File: src/rtl/piso_regs_pkg.sv
// Shared defaults and helpers for the serial-in/parallel-out deserializer and its output buffer.
package piso_regs_pkg;

  localparam int unsigned DEF_WIDTH = 8;
  localparam int unsigned DEF_DEPTH = 2;
  localparam int unsigned BIT_CNT_W = $clog2(DEF_WIDTH);

  typedef enum logic [1:0] {
    FIFO_HOLD = 2'b00,
    FIFO_PUSH = 2'b10,
    FIFO_POP  = 2'b01,
    FIFO_SWAP = 2'b11
  } fifo_op_e;

  function automatic int unsigned cnt_width(input int unsigned w);
    return (w <= 2) ? 1 : $clog2(w);
  endfunction

endpackage

File: src/rtl/sync_fifo.sv
// Synchronous circular-buffer FIFO; a push at full is accepted only alongside a pop.
module sync_fifo
  import piso_regs_pkg::*;
#(
  parameter int unsigned WIDTH = DEF_WIDTH,
  parameter int unsigned DEPTH = DEF_DEPTH
) (
  input  logic                       clk,
  input  logic                       rst,
  input  logic                       push,
  input  logic                       pop,
  input  logic [WIDTH-1:0]           din,
  output logic [WIDTH-1:0]           dout,
  output logic                       full,
  output logic                       empty,
  output logic [$clog2(DEPTH):0]     count
);

  localparam int unsigned AW = $clog2(DEPTH);

  logic [WIDTH-1:0] r_mem [DEPTH];
  logic [AW-1:0]    r_wptr;
  logic [AW-1:0]    r_rptr;
  logic [AW:0]      r_count;
  logic             w_push_ok;
  logic             w_pop_ok;
  fifo_op_e         w_op;

  assign full      = (r_count == (AW+1)'(DEPTH));
  assign empty     = (r_count == '0);
  assign count     = r_count;
  assign dout      = r_mem[r_rptr];
  assign w_pop_ok  = pop & ~empty;
  assign w_push_ok = push & (~full | w_pop_ok);

  always_comb begin
    w_op = FIFO_HOLD;
    case ({w_push_ok, w_pop_ok})
      2'b10:   w_op = FIFO_PUSH;
      2'b01:   w_op = FIFO_POP;
      2'b11:   w_op = FIFO_SWAP;
      default: w_op = FIFO_HOLD;
    endcase
  end

  always_ff @(posedge clk) begin
    if (rst) begin
      r_mem   <= '{default: '0};
      r_wptr  <= '0;
      r_rptr  <= '0;
      r_count <= '0;
    end else begin
      // At full with a pop, wptr==rptr: the head is read out before its slot is overwritten.
      if (w_push_ok) begin
        r_mem[r_wptr] <= din;
        r_wptr        <= r_wptr + 1'b1;
      end
      if (w_pop_ok)
        r_rptr <= r_rptr + 1'b1;
      case (w_op)
        FIFO_PUSH: r_count <= r_count + 1'b1;
        FIFO_POP:  r_count <= r_count - 1'b1;
        default:   r_count <= r_count;
      endcase
    end
  end

endmodule

File: src/rtl/sipo_deser_8bit.sv
// Serial-in, MSB-first word deserializer feeding a small output buffer with sticky overrun.
module sipo_deser_8bit
  import piso_regs_pkg::*;
#(
  parameter int unsigned WIDTH = DEF_WIDTH,
  parameter int unsigned DEPTH = DEF_DEPTH
) (
  input  logic             clk,
  input  logic             rst,
  input  logic             sin,
  input  logic             sin_en,
  input  logic             realign,
  output logic [WIDTH-1:0] out_data,
  output logic             out_valid,
  input  logic             out_ready,
  output logic             overrun,
  input  logic             ovr_clr
);

  localparam int unsigned CW = cnt_width(WIDTH);
  localparam int unsigned AW = $clog2(DEPTH);

  logic [WIDTH-1:0] r_shift;
  logic [CW-1:0]    r_bitcnt;
  logic             r_overrun;
  logic [WIDTH-1:0] w_base_shift;
  logic [CW-1:0]    w_base_cnt;
  logic [WIDTH-1:0] w_word;
  logic             w_last;
  logic             w_pop;
  logic             w_full;
  logic             w_empty;
  logic             w_drop;
  logic [AW:0]      w_count;

  // Realign behaves as if the partial word were already empty when this edge's bit lands.
  assign w_base_shift = realign ? '0 : r_shift;
  assign w_base_cnt   = realign ? '0 : r_bitcnt;
  assign w_word       = {w_base_shift[WIDTH-2:0], sin};
  assign w_last       = sin_en & (w_base_cnt == CW'(WIDTH-1));
  assign w_pop        = out_valid & out_ready;
  assign w_drop       = w_last & w_full & ~w_pop;

  assign out_valid = ~w_empty;
  assign overrun   = r_overrun;

  always_ff @(posedge clk) begin
    if (rst) begin
      r_shift  <= '0;
      r_bitcnt <= '0;
    end else if (sin_en) begin
      r_shift  <= w_word;
      r_bitcnt <= w_last ? '0 : w_base_cnt + 1'b1;
    end else if (realign) begin
      r_shift  <= '0;
      r_bitcnt <= '0;
    end
  end

  always_ff @(posedge clk) begin
    if (rst)
      r_overrun <= 1'b0;
    else if (w_drop)
      r_overrun <= 1'b1;
    else if (ovr_clr)
      r_overrun <= 1'b0;
  end

  sync_fifo #(
    .WIDTH (WIDTH),
    .DEPTH (DEPTH)
  ) u_fifo (
    .clk   (clk),
    .rst   (rst),
    .push  (w_last),
    .pop   (w_pop),
    .din   (w_word),
    .dout  (out_data),
    .full  (w_full),
    .empty (w_empty),
    .count (w_count)
  );

  a_count_bound: assert property (@(posedge clk) w_count <= (AW+1)'(DEPTH));

endmodule

File: config.mk
export PLATFORM = sky130hd
export DESIGN_NAME = sipo_deser_8bit
export DESIGN_NICKNAME = d
export VERILOG_FILES = /design/src/rtl/piso_regs_pkg.sv /design/src/rtl/sync_fifo.sv /design/src/rtl/sipo_deser_8bit.sv
export SDC_FILE = /design/constraint.sdc
export NUM_CORES = 1
export LEC_CHECK = 0
export CORE_ASPECT_RATIO = 0.7
export CORE_UTILIZATION = 50
export CTS_CLUSTER_SIZE = 12
export DETAILED_ROUTE_END_ITERATION = 6
export PLACE_DENSITY_LB_ADDON = 0.05
export REMOVE_ABC_BUFFERS = 1
export SLEW_MARGIN = 40
export SYNTH_ARGS = -nofsm -noshare
export SYNTH_HDL_FRONTEND = slang
export SYNTH_HIERARCHICAL = 1
export SYNTH_SLANG_ARGS = --single-unit
File: constraint.sdc
create_clock -name clk -period 2.15 [get_ports clk]
set_input_delay 0.43 -clock clk [delete_from_list [all_inputs] [get_ports clk]]
set_output_delay 0.43 -clock clk [all_outputs]
set_load 0.05 [all_outputs]
### Yosys cells after proc, flatten, opt, wreduce, memory -nomap -nowiden

Cells that the tools add are included.

* reduce and logical (&&, ||, !) cells: 4
* equal/unequal tests: 7
* order comparisons: 3
* muxes and demuxes: 15
* multiply operators: 0
* add/sub/neg operators: 5
* divide/modulo/power cells: 0
* shifts and indexed selects: 0
* bitwise logic cells: 12

Operators with widths (number)
* 8-bit two-way mux: 4
* 16-bit bitwise mux: 1
* 7-bit two-way mux: 2
* 3-bit two-way mux: 3
* 8-bit demux with 1-bit select: 1
* 2-bit equality test (second input constant): 4
* 1-bit AND: 6
* 2-bit one-hot mux with 3 select lines: 1
* 2-bit by 1-bit equality test with 1-bit output (second input constant): 2
* 2-bit greater-or-equal comparator (second input constant): 2
* 1-bit NOT with 2-bit output: 2
* 2-bit one-hot mux with 2 select lines: 1
* 2-bit nonzero test: 2
* 3-bit by 1-bit adder with 3-bit output (second input constant): 1
* 3-bit equality test (second input constant): 1
* 1-bit NOT: 3
* 1-bit adder (second input constant): 2
* 2-bit by 1-bit adder with 2-bit output (second input constant): 1
* 2-bit zero test: 1
* 2-bit by 1-bit < comparator with 1-bit output (second input constant): 1
* 1-bit two-way mux: 2
* 2-bit by 1-bit subtractor with 2-bit output (second input constant): 1
* 1-bit logical AND: 1
* 1-bit bitwise OR: 1

* latch bits: 0
* output and inout port bits: 10
* ROM bits: 0
* bits of input ports: 7
* logic and storage cells: 54
* register bits: 31
* memories: 0
* memory bits (writable): 0

### Logic depth before layout (Yosys ltp)

* depth after elaboration: 10
* depth in mapped cells: 9
* depth with buffers taken out: 9

### Modules after synthesis

Netlist, hierarchy kept.

Modules (own cells, without submodules)
* sync_fifo: area an instance 979.7 um^2, cells an instance 103, seq. area each 400.4 um^2, times used 1
* sipo_deser_8bit: area an instance 501.7 um^2, cells an instance 53, seq. area each 220.2 um^2, times used 1

### Worst setup path before layout

No wires, ideal clock.

* path type: input-to-reg
* from: in realign
* to: reg u_fifo.r_count[1], in the netlist u_fifo/count[1]
* stages: 8
* buffers on the path: 0
* data required time: 2.080 ns
* path slack: 0.138 ns
* data arrival time: 1.942 ns
* library setup time: 0.070 ns
* cell sequence: nor2b_1 ha_1 ha_1 and2_1 nand2_1 ha_1 or3_1 a21oi_1

* word-level cells in the longest chain between the ends: 8
* elaborated cells on any way between the ends: 12
* classes of those cells: eq/ne (6); mux (3); bitwise (2); reduce/logical (1)

Ends and longest elaborated chain
* start, declared: RTL line sipo_deser_8bit.sv:12 `input logic realign,`
* 3-bit two-way mux (*)
* 3-bit equality test (*): RTL line sipo_deser_8bit.sv:40 `assign w_last = sin_en & (w_base_cnt == CW'(WIDTH-1));`
* 1-bit AND (*): RTL line sipo_deser_8bit.sv:40
* named net w_last: RTL line sipo_deser_8bit.sv:29 `logic w_last;`
* 1-bit AND (*): RTL line sync_fifo.sv:34 `assign w_push_ok = push & (~full | w_pop_ok);`
* 2-bit equality test / 2-bit by 1-bit equality test with 1-bit output (equally long branches): RTL line sync_fifo.sv:38 `case ({w_push_ok, w_pop_ok})`
* 2-bit one-hot mux with 3 select lines (*): RTL line sync_fifo.sv:38
* 2-bit by 1-bit equality test with 1-bit output / 2-bit equality test (equally long branches): RTL line sync_fifo.sv:60 `case (w_op)`
* 2-bit one-hot mux with 2 select lines / 2-bit nonzero test (equally long branches)
* end signal, assigned: RTL line sync_fifo.sv:61 `FIFO_PUSH: r_count <= r_count + 1'b1;`
* end signal, assigned: RTL line sync_fifo.sv:62 `FIFO_POP: r_count <= r_count - 1'b1;`
* end signal, assigned: RTL line sync_fifo.sv:63 `default: r_count <= r_count;`
* end, declared: RTL line sync_fifo.sv:24 `logic [AW:0] r_count;`

Mark *: on every way through the listed nets, which the timed path passes. The rest lies on a longest branch.
A chain may end at the register's enable or synchronous reset.

### Worst setup path after layout

Ends and elaborated chain as after synthesis.

==> key figures <==
Logic synthesis
  – Async SR Flop Fraction: 0%
  – Largest family of logic cells by synthesized area: simple AND/OR/NAND/NOR gates
  – Syn Area/Cell: 9.50 um2
  – Post-synth top area share: 41.9%
  – Synth Area in Adders: 2.53%
  – Syn Inst Count: 156
  – Register area share after synthesis: 41.9%
  – Most frequent cell after synthesis: dfxtp_1
  – Post-synthesis compound-gate area fraction: 8.87%
  – Mux cell area share after synthesis: 16.9%
  – Commonest cells post-synth: 31 x dfxtp_1, 18 x nand2b_1, 18 x nor2b_1
  – Netlist cell types: 29
  – Simple-gate share of the synthesized area: 24.0%
  – Synth warn: 6
  – Top cell type by total area after synthesis: dfxtp_1
  – Synthesized area: 1480 um2
  – Synth Register Bits: 31
  – Synth Area in XOR/XNOR: 1.77%
  – Post-synth EDFFs: 0
  – Area contributors post-synth: dfxtp_1 42%, mux2i_1 11%, nand2b_1 7.6%
  – Main flop type after synthesis: dfxtp_1

Setup path
  – Critical path class: input port to flip-flop
  – Setup crit start kind: input port
  – Crit end category: flip-flop
  – R2r startpoint: u_fifo/count[0]$_SDFFE_PP0P_
  – Critical path startpoint: realign
  – WP data arrival: 2.22 ns
  – CP max FO: 4
  – Req. time, crit path: 2.36 ns

STA
  – Crit share post-route: 93.3%
  – Clock Skew: 0.00336 ns
  – Final hold violations: 0
  – Max-Slew Margin vs Limit: 67.6%
  – RSZ-0062 raised after global routing: false
  – Setup TNS: 0 ns
  – # setup viols final: 0
  – Fin crit period: 2.01 ns
  – Worst-Margin Slew: 0.485 ns
  – Hold slack: 0.474 ns
  – Final Max Slew Viols: 0
  – Fmax: 0.498 GHz

Finish
  – N_diodes: 0
  – Utilization after layout: 64.5%
  – Nets: 195
  – Area grow syn2layout: 22.0%
  – Layout cells sized above 1: 22.6%

Floorplan
  – Total core area: 2800 um2
  – DIE AREA: 3190 um2
  – Horiz. Die Dim: 67.1 um
  – Initial Util: 52.9%
  – # IOs: 17
  – # rows: 16
  – Die height: 47.5 um

Power and ir drop
  – PwrDens: 584 nW/um2
  – Sw power: 225 uW
  – Logic pwr share: 4.7%
  – Sequential share of power: 54.8%
  – LEAKAGE: 0.754 nW
  – Sw frac: 21.4%
  – Clock power frac: 40.5%
  – Peak supply drop: 0.364 mV
  – Internal power: 829 uW

Drt
  – DRC viols: 0
  – Drt pass-1 iters: 4
  – Final ANT Viol Nets: 0
  – Post-DR wirelength/cell: 12.9 um
  – Vias post-DR: 1,118
  – Drt via density: 5.04
  – Initial drt markers: 37
  – Total Wirelength: 2.86 mm

Run status
  – Status: completed

GRT
  – Antenna violations before repair: 0
  – Remaining global-route overflow: 0
  – Largest net degree at the start of global routing: 41
  – GRT Total Usage: 20.1%
  – Global-route wire length before repair: 4.52 mm
  – Vias in the first global route: 1,025

Clock network
  – Worst-case clock buffer depth: 2
  – Clock Pin Slew Worst Setup and Hold Paths: 0.06 ns
  – CTS HTree Levels: 2
  – Root Driver: clkbuf_8
  – CTS Buf Count: 5
  – Total clock sinks: 31
  – TritonCTS clock tree: built
  – Clk_lat worst skew: 0.28 ns

Hold path
  – Hold Path Class: flip-flop to flip-flop
  – Startpoint of the worst hold path: overrun$_SDFFE_PP0P_

Place
  – IO buf count: 16
  – Post-DP HPWL: 1.98 mm
  – GPL Wtd Cong: 0.733

Flow run
  – Max-cap viol count: 0
-- through the flow --
stage               worst slack (ns)  power [mW]  cells  instance area [um2]
floorplan                      0.138       0.609    149                 1440
global placement              -0.320       0.638    213                 1710
detailed placement            -0.376       0.639    213                 1710
CTS                            0.159        1.07    222                 1800
global route                  0.0100        1.10    222                 1810
finish                         0.144        1.05    222                 1810
-- area by class of cell --
type | count | area [um2]
Fill cell | 252 | 996
Multi-Input combinational cell | 114 | 811
Sequential cell | 31 | 621
Timing Repair Buffer | 29 | 234
Clock buffer | 7 | 76.3
Tap cell | 36 | 45.0
Inverter | 4 | 15.0
Clock inverter | 1 | 5.00
-- placed cells by master (no fill, tap or decap), types with 2 or more instances in the layout --
cell type and instances:
clkdlybuf4s50_1 6, dfxtp_1 31, clkbuf_8 5, buf_4 22
a21oi_1 2, and2b_1 3, inv_1 3, a22oi_1 2
nand2b_1 18, ha_1 2, mux2_2 8, nor2b_1 15
o21ai_0 17, nor2_1 13, xnor2_1 2, mux2i_1 16
clkbuf_1 2, nor2b_2 3
-- registers in the layout (all words and copies together), names as in the netlist --
| name | count |
|---|---|
| u_fifo/r_mem | 16 |
| r_shift | 7 |
| r_bitcnt | 3 |
| u_fifo/count | 2 |
| overrun | 1 |
| u_fifo/r_rptr | 1 |
| u_fifo/r_wptr | 1 |
-- layer usage --
metal,wire length [um],vias to the layer above,GRT usage (%)
li1,-,583,-
met1,1440,517,24.9
met2,1310,14,32.2
met3,81,4,5.71
met4,33,0,11.5
met5,0,-,0
-- cell families (layout without fill, tap and decap cells) --
| group | after synthesis | after routing |
|---|---|---|
| multiplexers | 24 | 24 |
| buffers and inverters | 11 | 41 |
| adder cells (fa/ha/maj) | 3 | 3 |
| XOR/XNOR | 3 | 3 |
| flip-flops | 31 | 31 |
| AND/OR/NAND/NOR | 60 | 60 |
| AO/OA/AOI/OAI | 24 | 24 |
-- power groups by stage --
stage | Sequential, mW | Combinational (mW) | Clock [mW]
global placement | 0.591 | 0.0479 | 0
finish | 0.578 | 0.0494 | 0.427
CTS | 0.578 | 0.0493 | 0.445
detailed placement | 0.591 | 0.0487 | 0
floorplan | 0.590 | 0.0184 | 0
global route | 0.578 | 0.0537 | 0.469
-- worst max-delay path, cell delays in order --
cell	delay [ns]
dlygate4sd2_1	0.28
nor2b_2	0.16
ha_1	0.17
ha_2	0.18
and2_1	0.14
nand2_1	0.06
ha_1	0.30
or3_1	0.34
a21oi_1	0.15
-- what timing repair did --
item,4_1_cts,5_1_grt
endpoints found under the setup margin,1,1
resized for setup,4,1
buffers inserted,1,0
hold buffers,0,0
pin swaps,0,0
-- final timing paths --
check,to,slack (ns),depth (start not counted)
max,u_fifo/count[1]$_SDFFE_PP0P_,0.14,9
min,overrun$_SDFFE_PP0P_,0.47,2
max reg2reg,u_fifo/count[1]$_SDFFE_PP0P_,0.25,7
min reg2reg,overrun$_SDFFE_PP0P_,0.47,2
Power figures use the tool's default switching activity.
